==> src/rtl/fb_pkg.sv <==
// fb_pkg: constants, state encoding and address helper shared by the
// framebuffer write-side controller.
//   H_RES / V_RES    visible raster size; H_RES is also the row stride
//   FB_DEPTH         number of framebuffer words (H_RES*V_RES)
//   ADDR_W           framebuffer address width (FB_DEPTH <= 2**ADDR_W)
//   CLEAR_COLOR      colour written by the clear sweep
//   fb_wstate_t      write-controller state encoding
//   fb_addr()        linear address row*H_RES+col for the default raster
package fb_pkg;

    localparam int unsigned H_RES       = 640;
    localparam int unsigned V_RES       = 480;
    localparam int unsigned FB_DEPTH    = H_RES * V_RES;
    localparam int unsigned ADDR_W      = 19;
    localparam int unsigned ROW_W       = 9;
    localparam int unsigned COL_W       = 10;
    localparam logic [3:0]  CLEAR_COLOR = 4'h0;

    typedef enum logic [1:0] {
        IDLE    = 2'd0,
        CLEAR   = 2'd1,
        DRAW    = 2'd2,
        WAIT_VB = 2'd3
    } fb_wstate_t;

    // For a 640-pixel stride the multiply collapses to row*512 + row*128.
    // Widening before the shifts keeps every in-range result exact.
    function automatic logic [ADDR_W-1:0] fb_addr(input logic [ROW_W-1:0] row,
                                                  input logic [COL_W-1:0] col);
        logic [ADDR_W-1:0] r;
        logic [ADDR_W-1:0] c;
        r = ADDR_W'(row);
        c = ADDR_W'(col);
        if (H_RES == 640)
            return (r << 9) + (r << 7) + c;
        else
            return ADDR_W'(H_RES * 32'(row) + 32'(col));
    endfunction

endpackage

==> src/rtl/fb_write_ctrl_clear_seq.sv <==
// fb_clear_seq: address counter for the framebuffer clear sweep.
//   clk, rst   clock; asynchronous active-low reset
//   start      reload the counter to address 0 (wins over en)
//   en         advance one address per cycle
//   cnt        current sweep address
//   last       cnt is the final framebuffer address
// The counter saturates on the last address instead of wrapping, so a
// stalled sweep can never re-issue address 0 on its own.
module fb_clear_seq
    import fb_pkg::*;
#(
    parameter int unsigned CNT_W = fb_pkg::ADDR_W,
    parameter int unsigned DEPTH = fb_pkg::FB_DEPTH
) (
    input  logic             clk,
    input  logic             rst,
    input  logic             start,
    input  logic             en,
    output logic [CNT_W-1:0] cnt,
    output logic             last
);

    localparam logic [CNT_W-1:0] LAST_ADDR = CNT_W'(DEPTH - 1);

    logic [CNT_W-1:0] cnt_q;
    logic [CNT_W-1:0] cnt_d;

    assign last = (cnt_q == LAST_ADDR);
    assign cnt  = cnt_q;

    always_comb begin
        cnt_d = cnt_q;
        if (start)
            cnt_d = '0;
        else if (en && !last)
            cnt_d = cnt_q + CNT_W'(1);
    end

    always_ff @(posedge clk or negedge rst) begin
        if (!rst)
            cnt_q <= '0;
        else
            cnt_q <= cnt_d;
    end

endmodule

==> src/rtl/fb_write_ctrl.sv <==
// fb_write_ctrl: write-side controller for framebuffer port A.
// Each frame clears the whole buffer, then hands the write port to the
// vector pixel stream, and finally commits the frame on vertical blank.
//   clk, rst        clock; asynchronous active-low reset
//   frame_start     pulse: begin a new frame (aborts any frame in flight)
//   frame_end       pulse: pixel source has finished the frame
//   vblank          display vertical-blank level
//   pix_valid/ready pixel handshake; pix_row/pix_col/pix_color payload
//   w_addr/en_w/color_out  registered framebuffer write port
//   clearing        high while the clear sweep runs
//   frame_done      one-cycle commit pulse towards the display side
//
// state   | meaning
// --------+-------------------------------------------------------------
// IDLE    | no frame active, write port quiet
// CLEAR   | sweeping CLEAR_COLOR over every address, one per cycle
// DRAW    | accepting pixels from the vector stream
// WAIT_VB | frame finished, waiting for vblank to commit it
module fb_write_ctrl
    import fb_pkg::*;
#(
    parameter int unsigned H_RES       = fb_pkg::H_RES,
    parameter int unsigned V_RES       = fb_pkg::V_RES,
    parameter int unsigned ADDR_W      = fb_pkg::ADDR_W,
    parameter logic [3:0]  CLEAR_COLOR = fb_pkg::CLEAR_COLOR
) (
    input  logic              clk,
    input  logic              rst,
    input  logic              frame_start,
    input  logic              frame_end,
    input  logic              vblank,
    input  logic              pix_valid,
    output logic              pix_ready,
    input  logic [8:0]        pix_row,
    input  logic [9:0]        pix_col,
    input  logic [3:0]        pix_color,
    output logic [ADDR_W-1:0] w_addr,
    output logic              en_w,
    output logic [3:0]        color_out,
    output logic              clearing,
    output logic              frame_done
);

    localparam int unsigned DEPTH = H_RES * V_RES;

    fb_wstate_t        state_q, state_d;
    logic              end_pending_q, end_pending_d;
    logic [ADDR_W-1:0] w_addr_q, w_addr_d;
    logic              en_w_q, en_w_d;
    logic [3:0]        color_q, color_d;

    logic              clr_start;
    logic              clr_en;
    logic [ADDR_W-1:0] clr_cnt;
    logic              clr_last;

    logic              pix_accept;
    logic              pix_in_range;
    logic [ADDR_W-1:0] pix_addr;

    fb_clear_seq #(
        .CNT_W (ADDR_W),
        .DEPTH (DEPTH)
    ) u_clear_seq (
        .clk   (clk),
        .rst   (rst),
        .start (clr_start),
        .en    (clr_en),
        .cnt   (clr_cnt),
        .last  (clr_last)
    );

    generate
        if (H_RES == fb_pkg::H_RES) begin : g_addr_pkg
            assign pix_addr = ADDR_W'(fb_addr(pix_row, pix_col));
        end else begin : g_addr_generic
            assign pix_addr = ADDR_W'(H_RES * 32'(pix_row) + 32'(pix_col));
        end
    endgenerate

    assign pix_in_range = (32'(pix_row) < V_RES) && (32'(pix_col) < H_RES);

    // A frame_end seen during CLEAR means DRAW must leave on its first
    // cycle, so the stream is not offered the port at all in that case.
    assign pix_ready  = (state_q == DRAW) && !end_pending_q;
    assign pix_accept = pix_valid && pix_ready;

    assign clearing   = (state_q == CLEAR);
    // A restart arriving together with vblank kills the commit.
    assign frame_done = (state_q == WAIT_VB) && vblank && !frame_start;

    assign w_addr    = w_addr_q;
    assign en_w      = en_w_q;
    assign color_out = color_q;

    always_comb begin
        state_d       = state_q;
        end_pending_d = end_pending_q;
        en_w_d        = 1'b0;
        w_addr_d      = w_addr_q;
        color_d       = color_q;
        clr_start     = 1'b0;
        clr_en        = 1'b0;

        if (frame_start) begin
            // Restart from any state; a pixel handshaked this cycle is dropped.
            state_d       = CLEAR;
            end_pending_d = 1'b0;
            clr_start     = 1'b1;
        end else begin
            case (state_q)
                IDLE: begin
                    state_d = IDLE;
                end
                CLEAR: begin
                    clr_en   = 1'b1;
                    en_w_d   = 1'b1;
                    w_addr_d = clr_cnt;
                    color_d  = CLEAR_COLOR;
                    if (frame_end)
                        end_pending_d = 1'b1;
                    if (clr_last)
                        state_d = DRAW;
                end
                DRAW: begin
                    if (pix_accept && pix_in_range) begin
                        en_w_d   = 1'b1;
                        w_addr_d = pix_addr;
                        color_d  = pix_color;
                    end
                    if (frame_end || end_pending_q) begin
                        state_d       = WAIT_VB;
                        end_pending_d = 1'b0;
                    end
                end
                WAIT_VB: begin
                    if (vblank)
                        state_d = IDLE;
                end
                default: begin
                    state_d = IDLE;
                end
            endcase
        end
    end

    always_ff @(posedge clk or negedge rst) begin
        if (!rst) begin
            state_q       <= IDLE;
            end_pending_q <= 1'b0;
            w_addr_q      <= '0;
            en_w_q        <= 1'b0;
            color_q       <= 4'h0;
        end else begin
            state_q       <= state_d;
            end_pending_q <= end_pending_d;
            w_addr_q      <= w_addr_d;
            en_w_q        <= en_w_d;
            color_q       <= color_d;
        end
    end

endmodule
==> config.mk <==
export PLATFORM = sky130hd
export DESIGN_NAME = fb_write_ctrl
export DESIGN_NICKNAME = d
export VERILOG_FILES = /design/src/rtl/fb_pkg.sv /design/src/rtl/fb_write_ctrl_clear_seq.sv /design/src/rtl/fb_write_ctrl.sv
export SDC_FILE = /design/constraint.sdc
export NUM_CORES = 1
export LEC_CHECK = 0
export CELL_PAD_IN_SITES_DETAIL_PLACEMENT = 0
export CELL_PAD_IN_SITES_GLOBAL_PLACEMENT = 1
export CORE_MARGIN = 2
export CORE_UTILIZATION = 40
export CTS_CLUSTER_SIZE = 14
export DETAILED_ROUTE_END_ITERATION = 12
export PLACE_DENSITY = 0.81
export SYNTH_ARGS = -nofsm -noshare
export SYNTH_HDL_FRONTEND = slang
export SYNTH_SLANG_ARGS = --single-unit
export TNS_END_PERCENT = 20
==> constraint.sdc <==
create_clock -name clk -period 2.44 [get_ports clk]
set_input_delay 0.366 -clock clk [delete_from_list [all_inputs] [get_ports clk]]
set_output_delay 0.366 -clock clk [all_outputs]
set_load 0.05 [all_outputs]
After elaboration in Yosys (flattened, before gate mapping)
Index checks and enable logic that the tools add are counted.
W data, S select, Z words.
{ "word_totals": {"elab_cells": 60, "output_inout_bits": 27, "register_bits": 46, "input_bits": 29} }
{ "classes": {"add_sub_neg": 3, "n_mux": 21, "n_eq_ne": 9, "n_bitwise": 1, "n_reduce_logical": 18, "n_lt_le_gt_ge": 2} }
{ "ops": {"columns": ["operator", "n"], "rows": [
  ["$mux W19", 3],
  ["$pmux W19 S2", 1],
  ["$add A18 B16 Y19", 1],
  ["$add A19 B1 Y19 const B", 1],
  ["$add A19 B10 Y19", 1],
  ["$eq A19 B19 Y1 const B", 1],
  ["$lt A10 B10 Y1 const B", 1],
  ["$lt A9 B9 Y1 const B", 1],
  ["$reduce_and A3 Y1", 3],
  ["$mux W1", 8],
  ["$mux W2", 4],
  ["$pmux W2 S4", 1],
  ["$pmux W4 S2", 1],
  ["$logic_and A1 B1 Y1", 7],
  ["$ne A3 B2 Y1 const B", 2],
  ["$ne A3 B3 Y1 const B", 2],
  ["$eq A2 B2 Y1 const B", 2],
  ["$mux W4", 1],
  ["$pmux W1 S2", 2],
  ["$reduce_bool A2 Y1", 2],
  ["$logic_not A1 Y1", 3],
  ["$reduce_bool A3 Y1", 1],
  ["$eq A2 B1 Y1 const B", 1],
  ["$logic_not A2 Y1", 1],
  ["other kinds (3)", 3]
]} }

Logic depth before layout (Yosys ltp)
Gate-level depths: netlist (run 1).
{ "depth": {"ltp_word": 7, "depth_mapped": 9, "depth_no_buf": 9} }

Hierarchy
Synthesis (run 1) repeated with hierarchy kept, for this count alone.
{ "unflattened": {"hier_cells": 312, "area_unflattened_um2": 2915.3} }
{ "modules_own_cells": {"columns": ["mod", "area_per_inst_um2", "cells_per_inst", "n_inst", "seq_area_each_um2"], "rows": [
  ["fb_write_ctrl", 1839.3, 200, 1, 675.6],
  ["fb_clear_seq", 1076.0, 112, 1, 475.5]
]} }

Worst setup path before layout (run 1)
OpenSTA, ideal clock, no wires.
{ "synth_path": {"path_type": "input-to-reg", "start": "input pix_row[0]", "end": "register w_addr_q[12], in the netlist w_addr[12]", "stages": 9, "setup_time_ns": 0.128, "slack_ns": -0.058, "t_required_ns": 2.312, "n_path_buf": 0, "arrival_time_ns": 2.370, "path_cell_list": "inv_1 > fa_1 > inv_1 > fa_1 > a21o_1 > a21oi_1 > xnor2_1 > mux2_2 > mux2_1"} }
{ "synth_via": {"elab_chain_len": 5, "elab_cells_between_ends": 9, "cone_classes": "2 x add/sub; 1 x order compare; 1 x eq/ne; 2 x mux; 3 x reduce/logical"} }
{ "synth_rtl": {"columns": ["element", "line_no", "source"], "rows": [
  ["start: declaration", "fb_write_ctrl.sv:34", "input logic [8:0] pix_row,"],
  ["branches (longest 5 deep; another with $add A18 B16 Y19)", null, null],
  ["end signal: assignment", "fb_write_ctrl.sv:157", "w_addr_q <= w_addr_d;"],
  ["end: declaration", "fb_write_ctrl.sv:48", "logic [ADDR_W-1:0] w_addr_q, w_addr_d;"]
]} }
Several ways; the timed one is not identified. The select of a mux whose other input is x is not followed.
A chain may end at the register's enable or synchronous reset.

Final worst setup path (run 1)
{ "layout_path": {"start": "input pix_row[2]", "end": "register w_addr_q[12], in the netlist w_addr[12]"} }
The elaborated chain is that of the path after synthesis.

==> metrics.md, run 1 <==
| Metric | Value |
|---|---|
| Count leader, synth | dfrtp_1 |
| Cell Chain, Critical Path | clkdlybuf4s15_1 -> inv_2 -> fa_1 -> inv_2 -> fa_2 -> a21o_1 -> a21oi_2 -> xnor2_1 -> mux2_2 -> mux2_4 |
| Final setup vio count | 0 |
| Total of max-cap violations | 0 |
| Max Slew Vio Count | 0 |
| Antenna diodes | 0 |
| Post-synth top cells | 46 x dfrtp_1, 32 x nand2_1, 23 x nor2_1 |
| Cell Rows | 30 |
| Tcrit/Tclk final | 96.5% |
| Worst-margin pin slew | 0.574 ns |
| Yosys warns | 0 |
| Worst R2R Path Depth | 8 |
| Critical Path RT | 2.63 ns |
| Slowest CP cell | fa_1 |
| Die width | 88.8 um |
| Number of synthesized flops with an enable pin | 0 |
| Synthesized area per cell | 9.95 um^2 |
| Seq/Total Area, Yosys | 40.0% |
| Global-route wire length before repair | 10.8 mm |
| Min cycle time layout | 2.36 ns |
| Die area | 7880 um^2 |
| CP bufs+invs | 3 |
| Clk sink count | 46 |
| #FFs+latches synth | 46 |
| Core Region | 6870 um^2 |
| Worst path arrival time | 2.54 ns |
| Post-synth top flop | dfrtp_1 |
| Vias per inst | 5.16 |
| Worst setup endpoint | w_addr[12]$_DFFE_PN0P_ |
| Yosys top cell area share | 40.0% |
| Total negative slack | 0 ns |
| Grt ovf | 0 |
| RSZ-0062 raised after global routing | false |
| Fmax | 0.424 GHz |
| Via count | 2323 |
| Max Buffers Root-to-Sink | 2 |
| Ports | 56 |
| CTS Root Cell | clkbuf_8 |
| Final non-filler cell area | 3710 um^2 |
| Final WL | 6.34 mm |
| Residual DRC | 0 |
| Antenna viol nets, final | 0 |
| Clk Latency, worst-skew pair | 0.30 ns |
| Pre-antenna DRT Iters | 4 |
| HPWL after DPL | 4.62 mm |
| Worst Setup End Kind | register |
| GRT Overall Usage | 17.5% |
| Hold Vio Cnt, Final | 0 |
| Antenna violations before repair | 0 |
| Critical Path Fanout Max | 3 |
| Post-Synthesis Cell Area | 2880 um^2 |
| Largest net degree at the start of global routing | 47 |
| CTS Buf Count | 5 |
| Post-synth ARST share | 100% |
| Routed WL per cell | 14.1 um |
| Synthesis-to-finish area growth | 29.1% |
| Cell area power density | 701 nW/um^2 |
| Vias in the first global route | 2308 |
| Fraction of layout cells with a size suffix above 1 | 14.7% |
| Setup slack, reg-to-reg | 0.41 ns |
| Startpoint types | input port |
| Post-synth cell types | 49 |
| Worst setup path start | pix_row[2] |
| Routability Congestion | 0.796 |
| Post-CTS Hold Buffers | 0 |
| Crit Reg-Reg Startpoint | state_q[0]$_DFFE_PN0P_ |
| Initial Utilization | 41.9% |
| Mapped Cells | 289 |
| CP dominant cell by count | inv_2 |
| Synth Net Count | 341 |
| Largest stage delay, worst path | 0.51 ns |
| Crit. path cell count | 10 |
| Die Ht | 88.8 um |
| Total Power | 2.60 mW |
| Maximum vdd drop | 0.532 mV |
| Critical path type | in -> reg |
| DP Area | 3610 um^2 |
| Worst hold path class | in -> async |
| Outcome | complete, no violations |
| Fin nets | 405 |
| Family with the most delay on the worst path | adder cells |
| H-tree depth | 2 |
| CTS tree | done |
| Worst clock skew | 0.00683 ns |
| Largest area contributor in the netlist | dfrtp_1 |
| Clock transition at path regs | 0.09 ns |
| 1st-iter DRT viols | 63 |
| Reg-to-reg endpoint | w_addr[0]$_DFFE_PN0P_ |
| Final Util | 54.0% |
| Slew headroom | 61.7% |
| Input/output buffers | 55 |
| Area contributors post-synth | dfrtp_1 40%, ha_1 9.1%, mux2i_1 5.6%, xor2_1 4.9%, nand2_1 4.2% |
| Leak | 1.69 nW |
[state kept, by name, summed over array words and instances, names as in the netlist]
name and flops:
color_out 4, u_clear_seq.cnt 19, w_addr 19, state_q 2, end_pending_q 1, en_w 1
[repair_timing]
item                                    CTS  global route
pin swaps                                 5             7
resized for setup                         8            12
endpoints found under the setup margin    7             5
buffers inserted                          0             0
[power by group]
group / leakage (nW) / total, mW / internal [mW] / switching [mW]
Combinational: 1.01 / 1.21 / 0.468 / 0.737
Clock: 0.0452 / 0.463 / 0.203 / 0.260
Sequential: 0.632 / 0.932 / 0.858 / 0.0741
[kinds of logic (layout without fill, tap and decap cells)]
kind of cell | count (synthesis) | after routing | share of synthesized area [%]
AND/OR/NAND/NOR | 94 | 94 | 17.8
AO/OA/AOI/OAI | 61 | 61 | 14.4
flip-flops | 46 | 46 | 40.0
buffers and inverters | 25 | 90 | 4.09
adder cells (fa/ha/maj) | 23 | 23 | 10.5
XOR/XNOR | 22 | 22 | 6.70
multiplexers | 18 | 18 | 6.35
[cell usage in the layout, fill, tap and decap left out, types with 3 or more instances in the layout]
cell and instances:
inv_2 4, inv_1 7, ha_1 19, dfrtp_1 46
a21oi_1 8, and4_1 4, clkbuf_8 5, nand3_1 10
mux2i_1 16, and3_1 5, o21ai_1 15, o211ai_1 6
a31oi_1 3, clkdlybuf4s50_1 47, o21a_1 3, xnor2_1 6
a21o_1 6, nor2_1 23, o21ai_0 5, nand2_1 32
xor2_1 16, nand4_1 6, a22o_1 3, buf_4 16
[through the flow]
stage               hold slack [ns]  worst slack, ns  std cells
finish                        0.149           0.0843        450
global route                  0.209          0.00281        450
detailed placement            0.456           -0.555        442
floorplan                    0.0704          0.00852        289
CTS                           0.168          0.00966        450
global placement              0.448           -0.543        442
[per-layer routing]
metal | track usage, % | wire length (um) | vias up
li1 | - | - | 1159
met3 | 2.80 | 239 | 7
met2 | 27.1 | 2840 | 48
met1 | 25.4 | 3210 | 1109
met4 | 4.55 | 47 | 0
met5 | 0 | 0 | -
[worst min path at each step]
stage | start | end
global placement | color_out[0]$_DFFE_PN0P_ | color_out[0]$_DFFE_PN0P_
CTS | rst | w_addr[14]$_DFFE_PN0P_
floorplan | rst | color_out[0]$_DFFE_PN0P_
global route | rst | state_q[1]$_DFFE_PN0P_
finish | rst | state_q[1]$_DFFE_PN0P_
detailed placement | color_out[1]$_DFFE_PN0P_ | color_out[1]$_DFFE_PN0P_
[area by class of cell]
class                   instances  area [um^2]
multi-input cells             218         1630
clock buffers                   6         72.6
well taps                      96          120
fillers                       631         3160
repair buffers                 71          681
clock inverters                 2         13.8
flip-flops and latches         46         1150
inverters                      11         41.3
Note: power is estimated with default switching activity, not from simulation.
==> run 2: changes to the inputs <==
- MAX_ROUTING_LAYER: unset -> met4
- REMOVE_ABC_BUFFERS: unset -> 1
==> run 2 against run 1 <==
Utilization up 0.91 points; total power up 4.4%; fmax up 0.25%; routed wire length up 1.1%; largest power group unchanged; global-route usage up 1.0 points; first-iteration DRC count rose to 3.2 times the previous value; register-to-register slack about the same.
==> metrics.md, run 2 (synthesized netlist as in run 1, its figures left out) <==
| Metric | Value |
|---|---|
| Largest net degree at the start of global routing | 28 (-40%) |
| Final WL | 6.41 mm (+1.1%) |
| Startpoint types | register |
| Fraction of layout cells with a size suffix above 1 | 14.2% (-0.44 points) |
| Hold Vio Cnt, Final | 0 (unchanged) |
| GRT Overall Usage | 18.5% (+1.0 points) |
| Critical Path Fanout Max | 7 (+4) |
| Vias in the first global route | 2292 (-0.69%) |
| Core Region | 6870 um^2 (unchanged) |
| Setup slack at placement | -0.611 ns (-0.0561 ns) |
| Min cycle time layout | 2.35 ns (-0.00598 ns) |
| Final setup vio count | 0 (unchanged) |
| FILL cells | 627 (-0.63%) |
| Worst clock skew | 0.00436 ns (-0.00247 ns) |
| Slowest CP cell | clkdlybuf4s50_1 |
| Commonest non-fill, non-tap cell in the layout | clkdlybuf4s50_1 |
| CTS Buf Count | 5 (unchanged) |
| Fin nets | 409 (+0.99%) |
| Cell Chain, Critical Path | inv_1 -> ha_1 -> clkdlybuf4s50_1 |
| Max Buffers Root-to-Sink | 2 (unchanged) |
| Clk Latency, worst-skew pair | 0.30 ns (about the same) |
| Input/output buffers | 55 (unchanged) |
| Critical path type | reg -> out |
| CP bufs+invs | 2 (-1) |
| Placed cells | 445 (+0.68%) |
| Critical Path RT | 2.07 ns (-0.56 ns) |
| Die area | 7880 um^2 (unchanged) |
| Cell Rows | 30 (unchanged) |
| Tcrit/Tclk final | 96.3% (-0.25 points) |
| CTS Root Cell | clkbuf_8 |
| Ports | 56 (unchanged) |
| HPWL after DPL | 4.93 mm (+6.8%) |
| Synthesis-to-finish area growth | 31.2% |
| Grt ovf | 0 (unchanged) |
| H-tree depth | 2 (unchanged) |
| Worst Setup End Kind | output port |
| Clock transition at path regs | 0.09 ns (about the same) |
| Total Power | 2.71 mW (+4.4%) |
| Routed WL per cell | 14.1 um (+0.23%) |
| Maximum vdd drop | 0.328 mV (-38%) |
| Fmax | 0.426 GHz (+0.25%) |
| Clk sink count | 46 (unchanged) |
| 1st-iter DRT viols | 199 (+220%) |
| Max Slew Vio Count | 0 (unchanged) |
| Commonest non-fill, non-tap cells in the layout | 47 x clkdlybuf4s50_1, 46 x dfrtp_1, 32 x nand2_1 |
| Outcome | complete, no violations |
| Die width | 88.8 um (unchanged) |
| Largest stage delay, worst path | 0.87 ns (+0.36 ns) |
| Worst-margin pin slew | 0.613 ns (+0.0384 ns) |
| Leak | 1.72 nW (+1.7%) |
| Slew headroom | 59.1% (-2.6 points) |
| Residual DRC | 0 (unchanged) |
| Cell area power density | 719 nW/um^2 (+2.6%) |
| Routability Congestion | 0.790 (-0.84%) |
| Total negative slack | 0 ns (unchanged) |
| Pre-antenna DRT Iters | 4 (unchanged) |
| Antenna diodes | 0 (unchanged) |
| Antenna viol nets, final | 0 (unchanged) |
| Final worst slack | 0.0902 ns (+0.00598 ns) |
| Via count | 2290 (-1.4%) |
| Global-route wire length before repair | 11.0 mm (+1.9%) |
| Antenna violations before repair | 0 (unchanged) |
| CTS tree | done |
| Final cell count without fillers | 454 (+0.89%) |
| Die Ht | 88.8 um (unchanged) |
| Hold_ws | 0.0677 ns (-0.0812 ns) |
| Total of max-cap violations | 0 (unchanged) |
| Vias per inst | 5.04 (-2.3%) |
| Initial Utilization | 41.9% (unchanged) |
| Worst hold path class | in -> async |
| Family with the most delay on the worst path | buffers and inverters |
| Worst path arrival time | 1.98 ns (-0.56 ns) |
run 2: changes by cell type in the layout (fill, tap and decap cells not counted), moves of 2 or more:
cell / delta
buf_4: +4
dlygate4sd2_1: +3
inv_1: +3
inv_2: -3
clkbuf_2: -2
run 2: cell type report:
cell class | count | area (um^2) | share of cell area, %
Tap cell | 96 | 120 | 3.18
Multi-Input combinational cell | 218 | 1640 | 43.4
Clock buffer | 5 | 68.8 | 1.82
Timing Repair Buffer | 75 | 714 | 18.9
Inverter | 11 | 41.3 | 1.09
Clock inverter | 3 | 40.0 | 1.06
Sequential cell | 46 | 1150 | 30.5
run 2: final timing paths:
check	from	endpoint	slack, ns	cells past startpoint
max	state_q[1]$_DFFE_PN0P_	clearing	0.09	3
min	rst	w_addr[1]$_DFFE_PN0P_	0.07	1
max reg2reg	state_q[1]$_DFFE_PN0P_	u_clear_seq.cnt[9]$_DFFE_PN0P_	0.42	7
min reg2reg	color_out[2]$_DFFE_PN0P_	color_out[2]$_DFFE_PN0P_	0.47	2
max in group asynchronous	rst	w_addr[14]$_DFFE_PN0P_	1.77	2
min in group clk	color_out[2]$_DFFE_PN0P_	color_out[2]$_DFFE_PN0P_	0.47	2
run 2: metal layers:
metal,GRT usage (%),share of wire (%)
met2,28.2,46
met4,5.79,1.5
met5,-,0
met3,2.99,3.3
met1,25.2,49
run 2: through the flow:
| stage | utilization [%] | area, um^2 |
|---|---|---|
| floorplan | - | 2800 |
| global placement | 52.8 | 3630 |
| detailed placement | 52.8 | 3630 |
| CTS | 54.7 | 3760 |
| global route | 54.9 | 3770 |
| finish | 54.9 | 3770 |
run 2: report_power, final:
group / internal [mW] / switching (mW) / leakage, nW / total [mW]
logic: 0.486 / 0.736 / 1.03 / 1.22
registers: 0.858 / 0.0723 / 0.632 / 0.931
clock network: 0.302 / 0.259 / 0.0579 / 0.561
total: 1.65 / 1.07 / 1.72 / 2.71
run 2: worst reg2reg max path, stage by stage (launching register included):
cell,delay [ns]
dfrtp_1,0.42
inv_1,0.07
ha_1,0.33
and3_1,0.26
and4_1,0.40
o2111ai_1,0.22
xor2_1,0.18
nor2_1,0.09
run 2: what timing repair did:
action                                  in CTS  in global routing
resized for setup                           10                  3
setup buffers                                0                  1
hold buffers                                 0                  0
endpoints found under the setup margin       7                  4
cloned                                       0                  0
hold endpoints to repair                     0                  0
pin swaps                                    8                  5
==> run 3: changes to the inputs <==
- PLACE_DENSITY: 0.81 -> 0.82
- SYNTH_HIERARCHICAL: unset -> 1
==> run 3 against run 2 <==
Synthesized cell count grew 8.0%; utilization decreased by 0.47 points; first-iteration DRC count fell by 51%; count of clock-buffer cells in the layout unchanged; clock skew about the same; flip-flop and latch count did not move; critical path type is now in -> reg; critical endpoint is now w_addr[16]$_DFFE_PN0P_; largest power group unchanged.
==> metrics.md, run 3 <==
| Metric | Value |
|---|---|
| Outcome | complete, no violations |
| Fmax | 0.438 GHz (+3.0%) |
| Worst R2R Path Depth | 7 (unchanged) |
| Seq/Total Area, Yosys | 39.5% (-0.55 points) |
| Worst Setup End Kind | register |
| Max Buffers Root-to-Sink | 2 (unchanged) |
| Maximum vdd drop | 0.797 mV (+140%) |
| Max Slew Vio Count | 0 (unchanged) |
| Worst hold path class | in -> async |
| Setup slack, reg-to-reg | 0.35 ns (-0.07 ns) |
| Antenna diodes | 0 (unchanged) |
| Synthesis-to-finish area growth | 33.3% |
| Slew headroom | 60.4% (+1.3 points) |
| RSZ-0062 raised after global routing | false |
| Number of synthesized flops with an enable pin | 0 (unchanged) |
| Tcrit/Tclk final | 93.5% (-2.8 points) |
| Initial Utilization | 40.8% (-1.0 points) |
| H-tree depth | 2 (unchanged) |
| Routability Congestion | 0.830 (+5.1%) |
| Clk sink count | 46 (unchanged) |
| Fin nets | 439 (+7.3%) |
| Synthesized area per cell | 9.34 um^2 (-6.1%) |
| Routed WL per cell | 13.8 um (-2.1%) |
| Cell area power density | 745 nW/um^2 (+3.6%) |
| Family with the most delay on the worst path | adder cells |
| HPWL after DPL | 5.14 mm (+4.2%) |
| Antenna violations before repair | 0 (unchanged) |
| Hold_ws | 0.465 ns (+0.397 ns) |
| Residual DRC | 0 (unchanged) |
| Global-route wire length before repair | 11.4 mm (+3.8%) |
| Largest net degree at the start of global routing | 29 (+3.6%) |
| Worst-margin pin slew | 0.585 ns (-0.0273 ns) |
| Largest area contributor in the netlist | dfrtp_1 |
| Mapped Cells | 312 (+8.0%) |
| Clk Latency, worst-skew pair | 0.30 ns (about the same) |
| Ports | 56 (unchanged) |
| Cell Chain, Critical Path | clkdlybuf4s50_1 -> ha_1 -> ha_1 -> fa_2 -> nand3_2 -> a211oi_1 -> nor3_1 -> xor2_1 -> o21ai_1 |
| CTS Root Cell | clkbuf_8 |
| Largest stage delay, worst path | 0.43 ns (-0.44 ns) |
| Post-synth top flop | dfrtp_1 |
| Leak | 1.65 nW (-3.9%) |
| M1 GR Usage | 25.3% (+0.14 points) |
| Pint | 1.62 mW (-1.3%) |
| Post-synth ARST share | 100% (unchanged) |
| Worst path arrival time | 2.47 ns (+0.49 ns) |
| Setup slack at placement | -0.598 ns (+0.0132 ns) |
| GRT busiest layer | met2 |
| Sw Pwr | 1.27 mW (+19%) |
| Worst clock skew | 0.00474 ns (+0.000383 ns) |
| Via count | 2493 (+8.9%) |
| Pre-antenna DRT Iters | 5 (+1) |
| Fraction of layout cells with a size suffix above 1 | 13.9% (-0.33 points) |
| Final worst slack | 0.158 ns (+0.0677 ns) |
| Register share of total power | 33.0% (-1.3 points) |
| Input/output buffers | 55 (unchanged) |
| Post-synth top cells | 46 x dfrtp_1, 39 x nand2_1, 24 x nor2_1 |
| Yosys top cell area share | 39.5% (-0.55 points) |
| Hold Vio Cnt, Final | 0 (unchanged) |
| Commonest non-fill, non-tap cells in the layout | 49 x clkdlybuf4s50_1, 46 x dfrtp_1, 39 x nand2_1 |
| Critical Path RT | 2.63 ns (+0.56 ns) |
| Final WL | 6.73 mm (+5.1%) |
| Sw frac | 44.0% (+4.6 points) |
| Critical Path Fanout Max | 3 (-4) |
| Final cell count without fillers | 487 (+7.3%) |
| Post-Synthesis Cell Area | 2920 um^2 (+1.4%) |
| Slowest CP cell | clkdlybuf4s50_1 |
| #FFs+latches synth | 46 (unchanged) |
| Grt ovf | 0 (unchanged) |
| Vias in the first global route | 2439 (+6.4%) |
| Vias per inst | 5.12 (+1.5%) |
| Commonest non-fill, non-tap cell in the layout | clkdlybuf4s50_1 |
| CP bufs+invs | 1 (-1) |
| CTS Buf Count | 5 (unchanged) |
| Share of power burned in the clock network | 16.9% (-3.8 points) |
| DP Area | 3710 um^2 (+2.3%) |
| Yosys warns | 6 (+6) |
| Die width | 89.4 um (+0.66%) |
| CTS tree | done |
| Critical path type | in -> reg |
| Min cycle time layout | 2.28 ns (-0.0677 ns) |
| 1st-iter DRT viols | 98 (-51%) |
| Comb pwr share | 50.1% (+5.1 points) |
| GRT Overall Usage | 19.1% (+0.61 points) |
| Total of max-cap violations | 0 (unchanged) |
| Reg-to-reg endpoint | state_q[1]$_DFFE_PN0P_ |
| Antenna viol nets, final | 0 (unchanged) |
| Clock transition at path regs | 0.09 ns (about the same) |
| Final Util | 54.5% (-0.47 points) |
| Post-synth cell types | 49 (unchanged) |
| Cell Rows | 31 (+3.3%) |
| Placed cells | 477 (+7.2%) |
| Met2 GRT Util | 29.4% (+1.1 points) |
| Crit Reg-Reg Startpoint | u_clear_seq/cnt[16]$_DFFE_PN0P_ |
| Die area | 7990 um^2 (+1.3%) |
| Count leader, synth | dfrtp_1 |
| Core Region | 7140 um^2 (+3.9%) |
| CP dominant cell by count | ha_1 |
| Met3 GRT Util | 3.60% (+0.62 points) |
| Final setup vio count | 0 (unchanged) |
| Area contributors post-synth | dfrtp_1 39%, ha_1 9.0%, mux2i_1 5.2%, nand2_1 5.0%, xnor2_1 4.2% |
| Final non-filler cell area | 3890 um^2 (+3.0%) |
| Startpoint types | input port |
| FILL cells | 678 (+8.1%) |
| Die Ht | 89.4 um (+0.66%) |
[run 3: cells by family after synthesis]
kind of cell	synth area share (%)
multiplexers	5.15
AO/OA/AOI/OAI	15.2
flip-flops	39.5
buffers and inverters	3.99
adder cells (fa/ha/maj)	10.4
AND/OR/NAND/NOR	19.7
XOR/XNOR	6.01
[run 3: worst reg2reg max path, cell delays in order, from the launching register on]
cell      delay, ns
dfrtp_1        0.43
nor4b_1        0.57
nand4_2        0.24
nor2_1         0.19
o22ai_1        0.14
a21oi_1        0.17
nor2_1         0.06
a211oi_1       0.20
[run 3: final cells by class]
cell class / instances / area (um^2) / share of cell area [%]
Clock inverter: 3 / 25.0 / 0.644
Inverter: 11 / 41.3 / 1.06
Clock buffer: 5 / 68.8 / 1.77
Multi-Input combinational cell: 242 / 1710 / 43.9
Sequential cell: 46 / 1150 / 29.6
Tap cell: 99 / 124 / 3.19
Timing Repair Buffer: 81 / 771 / 19.8
[run 3: how the worst max path moves through the flow]
stage                      startpoint                endpoint  depth (start not counted)
4_1_cts                    pix_row[0]  w_addr[15]$_DFFE_PN0P_                         11
6_report                   pix_row[1]  w_addr[16]$_DFFE_PN0P_                          9
3_3_place_gp               pix_row[0]  w_addr[17]$_DFFE_PN0P_                         10
2_1_floorplan  state_q[0]$_DFFE_PN0P_  w_addr[18]$_DFFE_PN0P_                          7
5_1_grt                    pix_row[1]  w_addr[16]$_DFFE_PN0P_                          9
3_5_place_dp               pix_row[0]  w_addr[17]$_DFFE_PN0P_                         10
[run 3: routing by layer]
metal / routed length, um / share of wire [%]
met4: 130 / 1.9
met1: 3220 / 48
met2: 3210 / 48
met3: 171 / 2.5
met5: 0 / 0
[run 3: timing repair]
action	4_1_cts	5_1_grt
hold buffers	1	0
gates resized for setup	10	6
setup buffers	1	0
setup endpoints to repair	6	6
endpoints found under the hold margin	13	0
gates cloned	0	0
pin swaps	6	6
[run 3: metrics by stage]
step / power, mW / TNS [ns]
floorplan: 1.87 / -4.57
global placement: 2.38 / -3.17
detailed placement: 2.40 / -3.32
CTS: 2.93 / -0.00685
global route: 3.08 / 0
finish: 2.90 / 0
[run 3: power groups by stage]
stage,Sequential (mW),Clock (mW),Combinational (mW)
after global routing,0.973,0.537,1.57
after global placement,0.971,0,1.41
after CTS,0.960,0.506,1.46
final,0.958,0.489,1.45
after floorplan,1.24,0,0.630
after detailed placement,0.975,0,1.43
